[config.mk]
export PLATFORM = sky130hd
export DESIGN_NAME = board_move_ctrl
export DESIGN_NICKNAME = d
export VERILOG_FILES = /design/src/rtl/board_move_ctrl.sv
export SDC_FILE = /design/constraint.sdc
export NUM_CORES = 1
export LEC_CHECK = 0
export ABC_CLOCK_PERIOD_IN_PS = 10600
export BUFFER_PORTS_ARGS = -buffer_cell sky130_fd_sc_hd__buf_2
export CAP_MARGIN = 40
export CORE_ASPECT_RATIO = 1.5
export CORE_MARGIN = 2
export CORE_UTILIZATION = 55
export CTS_CLUSTER_SIZE = 28
export DETAILED_ROUTE_END_ITERATION = 10
export PLACE_DENSITY = 0.76
export SYNTH_ARGS = -nofsm -noshare
export SYNTH_HDL_FRONTEND = slang
export SYNTH_SLANG_ARGS = --single-unit
[constraint.sdc]
create_clock -name clk -period 10.6 [get_ports clk]
set_clock_uncertainty 0.15 [all_clocks]
set_input_delay 0.53 -clock clk [delete_from_list [all_inputs] [get_ports clk]]
set_output_delay 0.53 -clock clk [all_outputs]
set_load 0.005 [all_outputs]
[src/rtl/board_move_ctrl.sv]
// 2048 board engine: slide-merges one line per cycle, spawns tiles, keeps score and win/lock flags.
// Define BOARD_UNDO_EN to add a single-level undo of the last board-changing move.
module board_move_ctrl #(
    parameter int unsigned WIN_EXP   = 11,
    parameter logic [15:0] LFSR_SEED = 16'hACE1
) (
    input  logic        clk,
    input  logic        rst,
    input  logic        new_game,
    input  logic        move_valid,
    input  logic [1:0]  move_dir,
`ifdef BOARD_UNDO_EN
    input  logic        undo,
`endif
    output logic        move_ready,
    output logic        done,
    output logic        moved,
    output logic [63:0] board,
    output logic [31:0] score,
    output logic        won,
    output logic        game_over
);

    typedef enum logic [2:0] {
        StIdle, StLine0, StLine1, StLine2, StLine3, StSpawn, StFin
    } state_t;

    state_t      state;
    logic [1:0]  dir;
    logic [15:0] lfsr;
    logic [3:0]  idx;
    logic [3:0]  scan;
    logic [1:0]  spawn_cnt;

    logic [1:0]  line_k;
    logic [3:0]  cidx [4];
    logic [15:0] line_in;
    logic [15:0] line_out;
    logic [31:0] line_pts;
    logic        line_changed;
    logic [63:0] board_wr;
    logic [3:0]  spawn_cell;
    logic        lfsr_fb;
    logic        undo_go;

`ifdef BOARD_UNDO_EN
    logic [63:0] pend_board;
    logic [63:0] snap_board;
    logic [31:0] pend_score;
    logic [31:0] snap_score;
    logic        snap_valid;

    assign undo_go = undo & snap_valid;
`else
    assign undo_go = 1'b0;
`endif

    // Cell index of element j of line k when read in direction d (x0 is the slide target).
    function automatic logic [3:0] cell_idx(input logic [1:0] d, input logic [1:0] k,
                                            input logic [1:0] j);
        logic [3:0] r;
        case (d)
            2'd0:    r = {k, j};
            2'd1:    r = {k, ~j};
            2'd2:    r = {j, k};
            default: r = {~j, k};
        endcase
        return r;
    endfunction

    // Returns {points, merged line}; pend holds the last tile still eligible to merge.
    function automatic logic [47:0] merge_line(input logic [15:0] in);
        logic [15:0] out;
        logic [31:0] pts;
        logic [3:0]  pend;
        logic [3:0]  v;
        logic [3:0]  m;
        logic [1:0]  w;
        out  = '0;
        pts  = '0;
        pend = '0;
        m    = '0;
        w    = '0;
        for (int i = 0; i < 4; i++) begin
            v = in[4*i +: 4];
            if (v != 4'd0) begin
                if (v == pend) begin
                    m = (v == 4'd15) ? 4'd15 : v + 4'd1;
                    out[{w, 2'b00} +: 4] = m;
                    pts  = pts + (32'd1 << m);
                    w    = w + 2'd1;
                    pend = '0;
                end else begin
                    if (pend != 4'd0) begin
                        out[{w, 2'b00} +: 4] = pend;
                        w = w + 2'd1;
                    end
                    pend = v;
                end
            end
        end
        if (pend != 4'd0) out[{w, 2'b00} +: 4] = pend;
        return {pts, out};
    endfunction

    // Returns {won, game_over}.
    function automatic logic [1:0] board_flags(input logic [63:0] b);
        logic any_win;
        logic any_empty;
        logic any_pair;
        any_win   = 1'b0;
        any_empty = 1'b0;
        any_pair  = 1'b0;
        for (int i = 0; i < 16; i++) begin
            if (32'(b[4*i +: 4]) >= WIN_EXP) any_win = 1'b1;
            if (b[4*i +: 4] == 4'd0) any_empty = 1'b1;
        end
        for (int r = 0; r < 4; r++) begin
            for (int c = 0; c < 3; c++) begin
                if (b[16*r + 4*c +: 4] == b[16*r + 4*c + 4 +: 4]) any_pair = 1'b1;
            end
        end
        for (int r = 0; r < 3; r++) begin
            for (int c = 0; c < 4; c++) begin
                if (b[16*r + 4*c +: 4] == b[16*r + 4*c + 16 +: 4]) any_pair = 1'b1;
            end
        end
        return {any_win, ~any_empty & ~any_pair};
    endfunction

    always_comb begin
        case (state)
            StLine1: line_k = 2'd1;
            StLine2: line_k = 2'd2;
            StLine3: line_k = 2'd3;
            default: line_k = 2'd0;
        endcase
        cidx    = '{default: '0};
        line_in = '0;
        for (int j = 0; j < 4; j++) begin
            cidx[j] = cell_idx(dir, line_k, 2'(j));
            line_in[4*j +: 4] = board[{cidx[j], 2'b00} +: 4];
        end
        {line_pts, line_out} = merge_line(line_in);
        line_changed = (line_out != line_in);
        board_wr = board;
        for (int j = 0; j < 4; j++) begin
            board_wr[{cidx[j], 2'b00} +: 4] = line_out[4*j +: 4];
        end
    end

    assign spawn_cell = board[{idx, 2'b00} +: 4];
    assign lfsr_fb    = lfsr[15] ^ lfsr[13] ^ lfsr[12] ^ lfsr[10];

    always_ff @(posedge clk) begin
        if (rst) begin
            state      <= StIdle;
            dir        <= 2'd0;
            lfsr       <= LFSR_SEED;
            idx        <= 4'd0;
            scan       <= 4'd0;
            spawn_cnt  <= 2'd0;
            board      <= '0;
            score      <= '0;
            move_ready <= 1'b1;
            done       <= 1'b0;
            moved      <= 1'b0;
            won        <= 1'b0;
            game_over  <= 1'b0;
`ifdef BOARD_UNDO_EN
            pend_board <= '0;
            pend_score <= '0;
            snap_board <= '0;
            snap_score <= '0;
            snap_valid <= 1'b0;
`endif
        end else begin
            lfsr <= {lfsr[14:0], lfsr_fb};
            done <= 1'b0;
            case (state)
                StIdle: begin
                    if (new_game) begin
                        board      <= '0;
                        score      <= '0;
                        moved      <= 1'b0;
                        spawn_cnt  <= 2'd2;
                        idx        <= lfsr[3:0];
                        scan       <= 4'd0;
                        move_ready <= 1'b0;
                        state      <= StSpawn;
`ifdef BOARD_UNDO_EN
                        snap_valid <= 1'b0;
`endif
                    end else if (undo_go) begin
`ifdef BOARD_UNDO_EN
                        board      <= snap_board;
                        score      <= snap_score;
                        {won, game_over} <= board_flags(snap_board);
                        moved      <= 1'b0;
                        done       <= 1'b1;
                        snap_valid <= 1'b0;
`endif
                    end else if (move_valid && move_ready) begin
                        dir        <= move_dir;
                        moved      <= 1'b0;
                        move_ready <= 1'b0;
                        state      <= StLine0;
`ifdef BOARD_UNDO_EN
                        pend_board <= board;
                        pend_score <= score;
`endif
                    end
                end
                StLine0, StLine1, StLine2: begin
                    board <= board_wr;
                    score <= score + line_pts;
                    if (line_changed) moved <= 1'b1;
                    state <= (state == StLine0) ? StLine1 :
                             (state == StLine1) ? StLine2 : StLine3;
                end
                StLine3: begin
                    board <= board_wr;
                    score <= score + line_pts;
                    if (moved || line_changed) begin
                        moved     <= 1'b1;
                        spawn_cnt <= 2'd1;
                        idx       <= lfsr[3:0];
                        scan      <= 4'd0;
                        state     <= StSpawn;
                    end else begin
                        done  <= 1'b1;
                        state <= StFin;
                    end
                end
                StSpawn: begin
                    // A full 16-cell scan with no hole gives up on this tile.
                    if (spawn_cell == 4'd0 || scan == 4'd15) begin
                        if (spawn_cell == 4'd0) begin
                            board[{idx, 2'b00} +: 4] <= (lfsr[7:4] == 4'd0) ? 4'd2 : 4'd1;
                        end
                        idx       <= lfsr[3:0];
                        scan      <= 4'd0;
                        spawn_cnt <= spawn_cnt - 2'd1;
                        if (spawn_cnt == 2'd1) begin
                            done  <= 1'b1;
                            state <= StFin;
                        end
                    end else begin
                        idx  <= idx + 4'd1;
                        scan <= scan + 4'd1;
                    end
                end
                StFin: begin
                    {won, game_over} <= board_flags(board);
                    move_ready <= 1'b1;
                    state      <= StIdle;
`ifdef BOARD_UNDO_EN
                    if (moved) begin
                        snap_board <= pend_board;
                        snap_score <= pend_score;
                        snap_valid <= 1'b1;
                    end
`endif
                end
                default: state <= StIdle;
            endcase
        end
    end

endmodule

==> results.yml, run 1 <==
outcome:
  status: "did not finish"
  lastStage: "global routing"
  error_message: "[ERROR GRT-0116] Global routing finished with congestion. Check the congestion regions in the DRC Viewer."
placement:
  place.detailed.hpwl_um: 84900
  place_worst_setup_slack_ns: 0.02639
  placed_standard_cell_area_mm2: 0.02178
  finalWeightedCongestion: 1.242
  port-buffer-count: 106
yosys:
  synthesis.instances: 2987
  yosys-top-cells-area: "sky130_fd_sc_hd__dfxtp_1 13%, sky130_fd_sc_hd__nand2_1 6.8%, sky130_fd_sc_hd__ha_1 6.7%"
  synth-warning-count: 0
  synth_adder_area_share_pct: 7.120
  yosys-mux-area-fraction_pct: 4.479
  synth-edff-count: 0
  share_of_flip_flops_with_an_asynchronous_set_or_reset_after_synthesis_pct: 0
  synth-seq-area-share_pct: 13.03
  post-synth-top-count-cell: "sky130_fd_sc_hd__nand2_1"
  synth_top_cell_by_area: "sky130_fd_sc_hd__dfxtp_1"
  synth_xor_area_share_pct: 7.718
  ys_top_cells_by_count: "370 x sky130_fd_sc_hd__nand2_1, 262 x sky130_fd_sc_hd__a21oi_1, 259 x sky130_fd_sc_hd__nor2_1"
  netlist_area_mm2: 0.02028
  synth_top_family_by_area: "compound AO/OA/AOI/OAI gates"
  synth.distinct_cells: 124
  postSynthRegisterBits: 132
  yosys_most_used_dff: "sky130_fd_sc_hd__dfxtp_1"
  synth_simple_gate_area_share_pct: 26.70
  mean_cell_area_of_the_mapped_netlist_um2: 6.789
  synth_top_area_share_pct: 13.03
  synth_compound_area_share_pct: 33.80
floorplan:
  die_x_um: 160.8
  ioPinCount: 107
  fp.dieH_um: 239.2
  initial_cell_density_of_the_core_pct: 55.43
  row_count: 86
global_route:
  grtUsageTotal_pct: 60.24
  grt_max_degree: 60
  vias_in_the_first_global_route: 26914
  grt_pass1_wl_um: 174900
  congestion_overflow_gr: 4
clock_tree:
  cts-htree-levels: 4
  cts_hold_buf: 0
  clkSinkCount: 132
  clk_tree_root_cell: "sky130_fd_sc_hd__clkbuf_16"
  ctsLongestPathBuffers: 2
  number_of_buffers_added_by_the_clock_tree_synthesis_step: 17
-- stage by stage --
stage / util [%] / hold WS (ns) / std cells
after floorplan: - / 0.2395 / 3002
after global placement: 59.18 / 0.2493 / 3514
after detailed placement: 59.53 / 0.2638 / 3529
after CTS: 61.17 / 0.1210 / 3561
-- per-layer routing --
layer / GRT usage, % / GRT overflow
met4: 61.82 / 4
met5: 3.766 / 0
met3: 32.28 / 0
met1: 60.23 / 0
met2: 86.25 / 0
-- cells by family after synthesis --
logic type	Yosys count
AOI/OAI and AO/OA	1018
xor gates and xnor gates	177
adders and majority gates	113
buffers and inverters	347
DFF	132
muxes	83
other	2
and+or+nand+nor	1115
-- what timing repair did --
item | in CTS
buffers inserted | 0
resized for setup | 1
setup endpoints to repair | 4
==> run 2: changes to the inputs <==
Settings changed: CORE_ASPECT_RATIO 1.5 to unset, CORE_UTILIZATION 55 to 40, CTS_CLUSTER_SIZE 28 to unset, PLACE_DENSITY 0.76 to unset, PLACE_DENSITY_LB_ADDON set to 0.15.
==> run 2 against run 1 <==
  * The flow now finishes without violations
  * Synthesized cell count stayed put
  * Area after synthesis unchanged
==> results.yml, run 2 <==
worst_setup_path:
  crit_type: "register to register"
  critPathTopFamily: "compound AO/OA/AOI/OAI gates"
  worstPathRequired_ns: 10.83
  sum_of_buffers_and_inverters_on_the_critical_path: 6
  critical_path.max_fanout: 50
  critPathSlowestCell: "sky130_fd_sc_hd__nor4b_4"
  slowest_delay_ns: 0.79
  crit_path_start_kind: "register"
  critical_path.endpoint_type: "register"
  worst_ep_arrival_time_ns: 10.29
yosys:
  synth-warning-count: 0
  yosys_most_used_dff: "sky130_fd_sc_hd__dfxtp_1"
  synth-edff-count: 0
  synth-seq-area-share_pct: 13.03
  postSynthRegisterBits: 132
  post-synth-top-count-cell: "sky130_fd_sc_hd__nand2_1"
  synth.distinct_cells: 124
  yosys-top-cells-area: "sky130_fd_sc_hd__dfxtp_1 13%, sky130_fd_sc_hd__nand2_1 6.8%, sky130_fd_sc_hd__ha_1 6.7%"
  synth_top_area_share_pct: 13.03
  synthesis.instances: 2987
  netlist_area_mm2: 0.02028
  share_of_flip_flops_with_an_asynchronous_set_or_reset_after_synthesis_pct: 0
  mean_cell_area_of_the_mapped_netlist_um2: 6.789
  ys_top_cells_by_count: "370 x sky130_fd_sc_hd__nand2_1, 262 x sky130_fd_sc_hd__a21oi_1, 259 x sky130_fd_sc_hd__nor2_1"
  synth_top_cell_by_area: "sky130_fd_sc_hd__dfxtp_1"
timing:
  totalNegativeSetupSlack_ns: 0
  setup_ws_ns: 0.5390
  fin_crit_ns: 10.06
  timing.slew.headroom_pct: 16.44
  timing.final.crit_share_pct: 94.92
  fmaxAchievable_mhz: 99.39
  hold_slack_ns: 0.1924
  worst_pin_slew_ns: 1.253
  report.final.slew_viol_count: 0
  timing.final.setup_violations: 0
  finalHoldViolCount: 0
placement:
  place.detailed.hpwl_um: 91120
  port-buffer-count: 106
  place_worst_setup_slack_ns: 0.1514
  finalWeightedCongestion: 1.110
floorplan:
  row_count: 82
  design.die.area_mm2: 0.05252
  die_x_um: 229.2
  initial_cell_density_of_the_core_pct: 40.50
  fp.dieH_um: 229.2
  fp.coreArea_mm2: 0.05007
  ioPinCount: 107
layout:
  largest_registers: "board x64, score x32, lfsr x16"
  num-fill-cells: 5274
  final_common_cell: "sky130_fd_sc_hd__nand2_1"
  area.growth.synth_to_final_pct: 13.72
  most-common-layout-cells: "370 x sky130_fd_sc_hd__nand2_1, 262 x sky130_fd_sc_hd__a21oi_1, 256 x sky130_fd_sc_hd__nor2_1"
  layout-drive-gt1-share_pct: 15.67
  final_nets: 3220
  largest_register: "board"
  largest_reg_flops: 64
clock_tree:
  number_of_buffers_added_by_the_clock_tree_synthesis_step: 17
  cts_tree: "done"
  ctsLongestPathBuffers: 2
  cts.clk_slew.worst_paths_ns: 0.07
  worstSkewPairLatency_ns: 0.49
  cts-htree-levels: 4
  clkSinkCount: 132
  clk_tree_root_cell: "sky130_fd_sc_hd__clkbuf_16"
  cts_hold_buf: 0
global_route:
  vias_in_the_first_global_route: 24316
  congestion_overflow_gr: 0
  grt_pass1_wl_um: 170900
  grtUsageTotal_pct: 44.23
  initial_antenna_violation_count: 15
  grt_max_degree: 60
worst_hold_path:
  worst_hold_path_type: "input pin to register"
outcome:
  status: "finished clean"
detailed_routing:
  wl_per_cell_um: 31.80
  detailedRoute.firstIterationViolations: 4066
  wl_um: 120400
  drt.antenna.violating_nets: 0
  drt_pre_antenna_iters: 7
  route.detailed.vias_per_inst: 6.927
  vias_post_dr: 26231
  drc: 0
flow_run:
  max_cap_viol_count: 0
run 2: final timing paths:
kind | from | endpoint | slack, ns | cells after the start
worst max-delay path | dir[1]$_SDFFE_PP0P_ | idx[3]$_SDFFE_PP0P_ | 0.54 | 34
worst min-delay path | move_dir[0] | dir[0]$_SDFFE_PP0P_ | 0.19 | 3
worst max register to register | dir[1]$_SDFFE_PP0P_ | idx[3]$_SDFFE_PP0P_ | 0.54 | 34
worst min register to register | lfsr[14]$_SDFF_PP0_ | lfsr[15]$_SDFF_PP1_ | 0.26 | 1
run 2: kinds of logic after synthesis:
logic type               count (synthesis)  share of synthesized area (%)
flip-flops                             132                          13.03
other                                    2                        0.03703
XOR/XNOR                               177                          7.718
buffers and inverters                  347                          7.114
AO/OA/AOI/OAI                         1018                          33.80
multiplexers                            83                          4.479
adder cells (fa/ha/maj)                113                          7.120
AND/OR/NAND/NOR                       1115                          26.70
run 2: cell type report:
class	instances	area, µm²	share of cell area [%]
Clock buffer	17	425.4	1.845
Multi-Input combinational cell	2523	16420	71.19
Clock inverter	15	132.6	0.5751
Inverter	117	445.4	1.932
Timing Repair Buffer	310	2143	9.294
Sequential cell	132	2654	11.51
Antenna cell	1	2.502	0.01085
Tap cell	672	840.8	3.646
run 2: repair_timing:
item,4_1_cts,5_1_grt
buffers inserted,0,9
gates resized for setup,0,47
setup endpoints to repair,0,29
run 2: worst min-delay path, stage by stage:
cell and delay (ns):
sky130_fd_sc_hd__buf_2 0.09, sky130_fd_sc_hd__mux2i_1 0.06, sky130_fd_sc_hd__nor2_1 0.09
run 2: through the flow:
step	utilization, %	std cells	area [µm²]
2_1_floorplan	-	3002	20340
3_3_place_gp	44.08	3727	22070
3_5_place_dp	44.41	3742	22230
4_1_cts	45.52	3774	22790
5_1_grt	46.05	3786	23060
6_report	46.06	3787	23060
run 2: routing by layer:
metal / vias to the layer above / global-route usage, % / share of wire [%]
met4: 22 / 27.33 / 7.5
met1: 12396 / 56.65 / 39
met2: 2066 / 63.79 / 40
li1: 11197 / - / -
met5: - / 0 / 0.11
met3: 550 / 14.57 / 14
Power of run 2 is not shown: default switching activity piles up to over one toggle a cycle in this logic, so the estimate is an artifact.
